File: src/rtl/rom_arbiter_if.sv
// Bundle of the two requester ports and the ROM-side port of the ROM arbiter.
// The slave modport is the arbiter's view; the master modport is the view of
// the environment (requesters plus ROM) that drives the arbiter.
interface rom_arbiter_if;
  logic         req0_i;
  logic [31:0]  addr0_i;
  logic [127:0] data0_o;
  logic         ready0_o;
  logic         err0_o;

  logic         req1_i;
  logic [31:0]  addr1_i;
  logic [127:0] data1_o;
  logic         ready1_o;
  logic         err1_o;

  logic [31:0]  rom_addr_o;
  logic         rom_valid_o;
  logic [127:0] rom_data_i;
  logic         rom_ready_i;

  modport slave (
    input  req0_i, addr0_i, req1_i, addr1_i, rom_data_i, rom_ready_i,
    output data0_o, ready0_o, err0_o, data1_o, ready1_o, err1_o,
           rom_addr_o, rom_valid_o
  );

  modport master (
    output req0_i, addr0_i, req1_i, addr1_i, rom_data_i, rom_ready_i,
    input  data0_o, ready0_o, err0_o, data1_o, ready1_o, err1_o,
           rom_addr_o, rom_valid_o
  );
endinterface

File: src/rtl/rom_arbiter.sv
// Round-robin arbiter sharing one 128-bit line-fetch ROM between the Icache
// refill port (0) and the Dcache/loader port (1). One ROM access at a time,
// line-aligned addressing, out-of-range rejection and a response timeout.
module rom_arbiter #(
  parameter int ROM_BYTES = 4096,
  parameter int TIMEOUT   = 15
) (
  input logic          clk,
  input logic          rst_n,
  rom_arbiter_if.slave bus
);

  localparam int             CW           = $clog2(TIMEOUT + 1);
  localparam logic [31:0]    ROM_LIMIT    = 32'(ROM_BYTES);
  localparam logic [CW-1:0]  TIMEOUT_LAST = CW'(TIMEOUT - 1);

  typedef enum logic [1:0] {
    S_IDLE,
    S_REQ,
    S_WAIT,
    S_RESP
  } state_t;

  state_t        state_q, state_d;
  logic          lastGrant_q, lastGrant_d;
  logic          grant_q, grant_d;
  logic [CW-1:0] count_q, count_d;
  logic [31:0]   romAddr_q, romAddr_d;
  logic          romValid_q, romValid_d;
  logic [127:0]  data0_q, data0_d;
  logic          ready0_q, ready0_d;
  logic          err0_q, err0_d;
  logic [127:0]  data1_q, data1_d;
  logic          ready1_q, ready1_d;
  logic          err1_q, err1_d;

  logic          winner;
  logic [31:0]   lineAddr;

  // Pick the port to serve: a lone request wins, a tie goes to the port not granted last time.
  always_comb begin
    winner = bus.req1_i;
    if (bus.req0_i && bus.req1_i) begin
      winner = ~lastGrant_q;
    end
    lineAddr = (winner ? bus.addr1_i : bus.addr0_i) & 32'hFFFF_FFF0;
  end

  // Next-state and registered-output logic of the access sequencer.
  always_comb begin
    state_d     = state_q;
    lastGrant_d = lastGrant_q;
    grant_d     = grant_q;
    count_d     = count_q;
    romAddr_d   = romAddr_q;
    romValid_d  = romValid_q;
    data0_d     = data0_q;
    ready0_d    = ready0_q;
    err0_d      = err0_q;
    data1_d     = data1_q;
    ready1_d    = ready1_q;
    err1_d      = err1_q;

    case (state_q)
      S_IDLE: begin
        if (bus.req0_i || bus.req1_i) begin
          lastGrant_d = winner;
          grant_d     = winner;
          if (lineAddr < ROM_LIMIT) begin
            romValid_d = 1'b1;
            romAddr_d  = lineAddr;
            state_d    = S_REQ;
          end else if (winner) begin
            ready1_d = 1'b1;
            err1_d   = 1'b1;
            data1_d  = '0;
            state_d  = S_RESP;
          end else begin
            ready0_d = 1'b1;
            err0_d   = 1'b1;
            data0_d  = '0;
            state_d  = S_RESP;
          end
        end
      end

      S_REQ: begin
        romValid_d = 1'b0;
        count_d    = '0;
        state_d    = S_WAIT;
      end

      S_WAIT: begin
        if (bus.rom_ready_i) begin
          if (grant_q) begin
            data1_d  = bus.rom_data_i;
            ready1_d = 1'b1;
            err1_d   = 1'b0;
          end else begin
            data0_d  = bus.rom_data_i;
            ready0_d = 1'b1;
            err0_d   = 1'b0;
          end
          state_d = S_RESP;
        end else if (count_q == TIMEOUT_LAST) begin
          if (grant_q) begin
            data1_d  = '0;
            ready1_d = 1'b1;
            err1_d   = 1'b1;
          end else begin
            data0_d  = '0;
            ready0_d = 1'b1;
            err0_d   = 1'b1;
          end
          state_d = S_RESP;
        end else begin
          count_d = count_q + 1'b1;
        end
      end

      S_RESP: begin
        data0_d  = '0;
        ready0_d = 1'b0;
        err0_d   = 1'b0;
        data1_d  = '0;
        ready1_d = 1'b0;
        err1_d   = 1'b0;
        state_d  = S_IDLE;
      end

      default: begin
        state_d = S_IDLE;
      end
    endcase
  end

  // State and output registers; reset aborts any access and favours port 0 on the first tie.
  always_ff @(posedge clk or negedge rst_n) begin
    if (!rst_n) begin
      state_q     <= S_IDLE;
      lastGrant_q <= 1'b1;
      grant_q     <= 1'b0;
      count_q     <= '0;
      romAddr_q   <= '0;
      romValid_q  <= 1'b0;
      data0_q     <= '0;
      ready0_q    <= 1'b0;
      err0_q      <= 1'b0;
      data1_q     <= '0;
      ready1_q    <= 1'b0;
      err1_q      <= 1'b0;
    end else begin
      state_q     <= state_d;
      lastGrant_q <= lastGrant_d;
      grant_q     <= grant_d;
      count_q     <= count_d;
      romAddr_q   <= romAddr_d;
      romValid_q  <= romValid_d;
      data0_q     <= data0_d;
      ready0_q    <= ready0_d;
      err0_q      <= err0_d;
      data1_q     <= data1_d;
      ready1_q    <= ready1_d;
      err1_q      <= err1_d;
    end
  end

  assign bus.data0_o     = data0_q;
  assign bus.ready0_o    = ready0_q;
  assign bus.err0_o      = err0_q;
  assign bus.data1_o     = data1_q;
  assign bus.ready1_o    = ready1_q;
  assign bus.err1_o      = err1_q;
  assign bus.rom_addr_o  = romAddr_q;
  assign bus.rom_valid_o = romValid_q;

endmodule

File: src/flat_wrapper.sv
// flat-port wrapper written by rule: the top's interface ports become plain ports
module rom_arbiter_flat 
#(
  parameter int ROM_BYTES = 4096,
  parameter int TIMEOUT   = 15
)
  (clk, rst_n, bus_req0_i, bus_addr0_i, bus_req1_i, bus_addr1_i, bus_rom_data_i, bus_rom_ready_i, bus_data0_o, bus_ready0_o, bus_err0_o, bus_data1_o, bus_ready1_o, bus_err1_o, bus_rom_addr_o, bus_rom_valid_o);
  rom_arbiter_if bus_i ();
  input logic clk;
  input logic rst_n;
  input wire logic [$bits(bus_i.req0_i)-1:0] bus_req0_i;
  input wire logic [$bits(bus_i.addr0_i)-1:0] bus_addr0_i;
  input wire logic [$bits(bus_i.req1_i)-1:0] bus_req1_i;
  input wire logic [$bits(bus_i.addr1_i)-1:0] bus_addr1_i;
  input wire logic [$bits(bus_i.rom_data_i)-1:0] bus_rom_data_i;
  input wire logic [$bits(bus_i.rom_ready_i)-1:0] bus_rom_ready_i;
  output wire logic [$bits(bus_i.data0_o)-1:0] bus_data0_o;
  output wire logic [$bits(bus_i.ready0_o)-1:0] bus_ready0_o;
  output wire logic [$bits(bus_i.err0_o)-1:0] bus_err0_o;
  output wire logic [$bits(bus_i.data1_o)-1:0] bus_data1_o;
  output wire logic [$bits(bus_i.ready1_o)-1:0] bus_ready1_o;
  output wire logic [$bits(bus_i.err1_o)-1:0] bus_err1_o;
  output wire logic [$bits(bus_i.rom_addr_o)-1:0] bus_rom_addr_o;
  output wire logic [$bits(bus_i.rom_valid_o)-1:0] bus_rom_valid_o;
  assign bus_i.req0_i = bus_req0_i;
  assign bus_i.addr0_i = bus_addr0_i;
  assign bus_i.req1_i = bus_req1_i;
  assign bus_i.addr1_i = bus_addr1_i;
  assign bus_i.rom_data_i = bus_rom_data_i;
  assign bus_i.rom_ready_i = bus_rom_ready_i;
  assign bus_data0_o = bus_i.data0_o;
  assign bus_ready0_o = bus_i.ready0_o;
  assign bus_err0_o = bus_i.err0_o;
  assign bus_data1_o = bus_i.data1_o;
  assign bus_ready1_o = bus_i.ready1_o;
  assign bus_err1_o = bus_i.err1_o;
  assign bus_rom_addr_o = bus_i.rom_addr_o;
  assign bus_rom_valid_o = bus_i.rom_valid_o;
  rom_arbiter #(.ROM_BYTES(ROM_BYTES), .TIMEOUT(TIMEOUT)) u_core (.clk(clk), .rst_n(rst_n), .bus(bus_i));
endmodule
File: config.mk
export PLATFORM = sky130hd
export DESIGN_NAME = rom_arbiter_flat
export DESIGN_NICKNAME = d
export VERILOG_FILES = /design/src/rtl/rom_arbiter_if.sv /design/src/rtl/rom_arbiter.sv /design/src/flat_wrapper.sv
export SDC_FILE = /design/constraint.sdc
export NUM_CORES = 1
export LEC_CHECK = 0
export BUFFER_PORTS_ARGS = -buffer_cell sky130_fd_sc_hd__buf_2
export CAP_MARGIN = 15
export CORE_MARGIN = 8
export CORE_UTILIZATION = 35
export CTS_CLUSTER_DIAMETER = 50
export DETAILED_ROUTE_END_ITERATION = 12
export PLACE_DENSITY = 0.66
export SETUP_SLACK_MARGIN = 0.3
export SYNTH_ARGS = -nofsm -noshare
export SYNTH_HDL_FRONTEND = slang
export SYNTH_SLANG_ARGS = --single-unit
File: constraint.sdc
create_clock -name clk -period 3.9 [get_ports clk]
set_input_delay 0 -clock clk [delete_from_list [all_inputs] [get_ports clk]]
set_output_delay 0 -clock clk [all_outputs]
set_load 0.005 [all_outputs]
Yosys cells after proc, flatten, opt, wreduce, memory -nomap -nowiden
Index checks and enable logic that the tools add are counted.

storage, ports and cells
  flip-flop bits (word level) = 297
  bits of input ports = 197
  output and inout port bits = 293

cells by class
  $add $sub $neg = 1
  magnitude comparators = 1
  equality and inequality tests = 14
  muxes and demuxes = 53
  bitwise operators = 1
  reduce and logical (&&, ||, !) cells = 15

operators by type and width
  operator                count
  $mux W128               14
  $pmux W128 S3           2
  $lt A32 B13 Y1 const B  1
  $mux W32                1
  $mux W1                 23
  $pmux W1 S3             4
  $reduce_and A6 Y1       2
  $ne A2 B2 Y1 const B    5
  $reduce_and A5 Y1       2
  $reduce_and A3 Y1       3
  $mux W2                 4
  $mux W4                 2
  $ne A2 B1 Y1 const B    4
  $pmux W2 S4             1
  $pmux W4 S2             1
  $add A4 B1 Y4 const B   1
  $eq A2 B2 Y1 const B    2
  $eq A4 B4 Y1 const B    1
  $reduce_and A2 Y1       2
  $reduce_bool A2 Y1      2
  $ne A3 B2 Y1 const B    1
  $reduce_bool A3 Y1      1
  $eq A2 B1 Y1 const B    1
  $logic_not A2 Y1        1
  other kinds (4)         4

Depth between registers and ports, before layout
  depth after elaboration = 7
  gate-level depth with buffers = 12

Worst setup path before layout
OpenSTA, ideal clock, no wires.

  path type = register -> register
  start = register u_core.state_q[0]
  end = register u_core.data1_q[10] (netlist: u_core.bus.data1_o[10])
  setup time = 132 ps
  data arrival time = 2202 ps
  slack = 1566 ps
  stages on the path, launching flop included = 13
  path buffers = 4
  period minus slack after synthesis = 2334 ps
  path through = dfrtp_1 -> inv_1 -> ha_1 -> inv_1 -> nor2_1 -> a2111oi_0 -> or3b_1 -> buf_6 -> buf_6 -> buf_8 -> buf_6 -> nand2_1 -> o21ai_1

between the ends
  word-level cells in the longest chain between the ends = 3

RTL lines
  what                                                   RTL line            source
  start: declaration                                     rom_arbiter.sv:24   state_t state_q, state_d;
  start signal: assignment                               rom_arbiter.sv:153  state_q <= state_d;
  $eq A2 B2 Y1 or $logic_not A2 Y1 (tied branches)       rom_arbiter.sv:64   case (state_q)
  $ne A3 B2 Y1 (no source line) (tied with other cells)  -
  $reduce_and A6 Y1 (no source line)                     -
  end signal: assignment                                 rom_arbiter.sv:162  data1_q <= data1_d;
  end: declaration                                       rom_arbiter.sv:33   logic [127:0] data1_q, data1_d;

Parallel ways exist; a longest one is shown, timed or not.
A chain may end at the register's enable or synchronous reset.

Worst setup path in the final report
  start = register u_core.state_q[0]
  end = register u_core.data1_q[39] (netlist: u_core.bus.data1_o[39])

Same word-level chain as after synthesis.

==> metrics.md <==
| Metric | Value |
|---|---|
| CP Capture Type | register |
| Die X | 200.5 µm |
| CP startpoint kind | register |
| Initial Util | 35.54% |
| DPL Wire Length | 26.83 mm |
| Cell variety after synth | 43 |
| CTS tree | yes |
| CP max-delay cell | or3b_4 |
| Outcome | completed |
| Routed wire per std cell | 18.64 µm |
| Pwr/cell area | 759.5 nW/µm² |
| CTS sink cnt | 297 |
| Critical-path cell list | inv_1, ha_1, nand3_1, nor4_4, or3b_4, buf_12, o21ai_0 |
| Slew Viols, Final | 0 |
| CTS resizes | 0 |
| Max Fclk | 340.2 MHz |
| Starting DRT DRC Count | 671 |
| DRC viols | 0 |
| Io pins | 490 |
| Ys flop type | dfrtp_1 |
| FF+latch count, synth | 297 |
| Syn_area_per_cell | 11.55 µm² |
| Bufs on Longest Clock Path | 3 |
| Largest net degree at the start of global routing | 108 |
| P&R area growth vs syn | 45.04% |
| Worst vdd ir | 0.5637 mV |
| First-pass GRT wire length | 62.58 mm |
| Synth warn | 0 |
| Die Y-Extent | 200.5 µm |
| RSZ-0062 raised after global routing | no |
| Initial antenna violation count | 2 |
| Via count | 10.52k |
| Antenna viol nets, final | 0 |
| Final period utilization | 75.38% |
| DP Cell Count | 1,881 |
| Vias in the first global route | 11.13k |
| Setup TNS | 0 ps |
| Post-Synthesis Cells | 1,032 |
| Kind of critical path | register to register |
| Post-synth EDFFs | 0 |
| Via density | 5.021 |
| Core Box Area | 33,530 µm² |
| Total grt overflow | 0 |
| Std-Cell Rows | 67 |
| Setup Buffers After CTS | 0 |
| Largest stage delay, worst path | 480 ps |
| Clk Latency, worst-skew pair | 490 ps |
| H-tree depth | 2 |
| Max-cap violations | 0 |
| Critical path's top delay family | simple AND/OR/NAND/NOR gates |
| Total track usage | 18.79% |
| Layout cells sized above 1 | 37.51% |
| Mapped cell area | 11,920 µm² |
| CTS root buf | clkbuf_16 |
| GPL Wtd Cong | 0.8595 |
| Number of CTS-inserted buffers | 36 |
| Drt total wl | 39.04 mm |
| Die ar. | 40,210 µm² |
| Fill cells | 2,905 |
| Setup ws final | 960.3 ps |
| CP Data Required Time | 4240 ps |
| Final instance area | 17,280 µm² |
| CP bufs+invs | 2 |
| Slew Limit Headroom | 39.19% |
| Final hold vios | 0 |
| DR pass1 iterations | 5 |
| Clock Skews | 12.73 ps |
| Count of input and output buffers | 477 |
| Worst slack, placed | 979.7 ps |
| Fraction of registers with async set/reset | 100.0% |
| Critical Path Fanout Max | 72 |
| Setup violations, final | 0 |
| Placed Area | 14,560 µm² |
| Finished Layout Cells | 2,095 |
| Minimum clock period | 2940 ps |
| Hold Crit Class | primary input to async pin |
| Crit path DAT | 3280 ps |
| CTS clk-pin slew, worst paths | 60 ps |
| Final net count | 1,824 |
| Leakage Power | 8.763 nW |
| Sequential share of the synthesized area | 62.38% |
| Tightest Pin Transition | 912.1 ps |
-- per-layer routing --
layer  part of all wire [%]  vias to the layer above  track usage [%]
li1                       -                     4843                -
met1                     39                     5078            22.06
met2                     48                      479            31.27
met3                    8.0                      118            5.664
met4                    4.8                        0            8.778
met5                      0                        -                0
-- repair_timing --
item	in CTS	in global routing
setup endpoints to repair	0	0
hold buffers	149	0
hold endpoints to repair	375	0
-- cells in the mapped netlist, drive strengths merged (7+ instances only) --
library cell | n | area share (%)
dfrtp | 296 | 62
nand2 | 277 | 9.3
o21ai | 140 | 6.5
a32o | 128 | 11
buf | 50 | 3.8
clkbuf | 46 | 1.5
and2 | 20 | 1.0
nor4 | 10 | 0.65
mux2i | 9 | 0.76
nor2 | 7 | 0.22
-- worst register-to-register path, cell delays in order, from the launching register on --
cell and delay (ps):
dfrtp_1 420, inv_1 100, ha_1 410, nand3_1 290, nor4_4 450, or3b_4 480
buf_12 390, o21ai_0 260
-- where the power goes --
group | internal [mW] | leakage [nW] | switching [mW]
Sequential | 4.10 | 4.06 | 0.572
Clock | 2.09 | 0.597 | 1.26
Combinational | 1.87 | 4.11 | 3.24
-- kinds of logic (layout without fill, tap and decap cells) --
group,count (synthesis),count (layout),synth area share [%]
and+or+nand+nor,333,333,12.43
buffers and inverters,102,712,5.428
other,1,6,0.03147
muxes,11,11,0.9450
adders and majority gates,6,6,0.6300
xor gates and xnor gates,2,2,0.1470
AOI/OAI and AO/OA,280,280,18.01
DFF,297,297,62.38
-- final timing paths --
check	startpoint	end	slack [ps]	cells past startpoint
max reg2reg	u_core.state_q[0]$_DFFE_PN0P_	u_core.bus.data1_o[39]$_DFFE_PN0P_	960	7
min in group clk	bus_rom_data_i[20]	u_core.bus.data1_o[20]$_DFFE_PN0P_	290	4
min	rst_n	u_core.bus.data1_o[80]$_DFFE_PN0P_	160	2
max in group asynchronous	rst_n	u_core.bus.data1_o[45]$_DFFE_PN0P_	2740	3
max	u_core.state_q[0]$_DFFE_PN0P_	u_core.bus.data1_o[39]$_DFFE_PN0P_	960	7
min reg2reg	u_core.bus.data1_o[117]$_DFFE_PN0P_	u_core.bus.data1_o[117]$_DFFE_PN0P_	470	2
-- metrics by stage --
stage	hold slack [ps]	util, %	total power [mW]
after global placement	120.4	43.41	9.627
after CTS	194.2	51.49	13.29
after floorplan	-295.6	-	7.868
after detailed placement	124.7	43.41	9.745
after global routing	213.7	51.54	14.00
final	159.0	51.54	13.13
-- final cells by class --
cell class / instances / area (µm²) / share of cell area (%)
flip-flops and latches: 297 / 7433 / 43.01
repair buffers: 644 / 4169 / 24.12
multi-input cells: 636 / 3879 / 22.44
clock buffers: 47 / 1044 / 6.037
well taps: 448 / 560.5 / 3.243
clock inverters: 15 / 171.4 / 0.9917
inverters: 6 / 22.52 / 0.1303
diodes: 2 / 5.005 / 0.02896
-- state kept, by name (all words and copies together) (netlist names) --
signal / count
u_core.lastGrant_q: 1
u_core.grant_q: 1
u_core.bus.err1_o: 1
u_core.bus.rom_valid_o: 1
u_core.count_q: 4
u_core.bus.data0_o: 128
u_core.state_q: 2
u_core.bus.data1_o: 128
u_core.bus.ready0_o: 1
u_core.bus.err0_o: 1
u_core.bus.rom_addr_o: 28
u_core.bus.ready1_o: 1
-- layout by cell type, fill, tap and decap left out, drive strengths merged, types with 2 or more instances in the layout --
master       synthesis  routed
diode                0       2
nand3                6       6
mux2                 2       2
nor3b                2       2
xor2                 2       2
nor2b                3       3
and2                20      20
buf                 50     495
o21ai              140     140
clkbuf              46      47
a21oi                6       6
inv                  6       8
a32o               128     128
dfrtp              296     296
mux2i                9       9
bufinv               0       3
dlygate4sd3          0     149
conb                 1       4
nor2                 7       7
nand2              277     277
nor4                10      10
ha                   6       6
clkinv               0       7
clkinvlp             0       3
and3                 2       2
(Power assumes the default switching activity.)
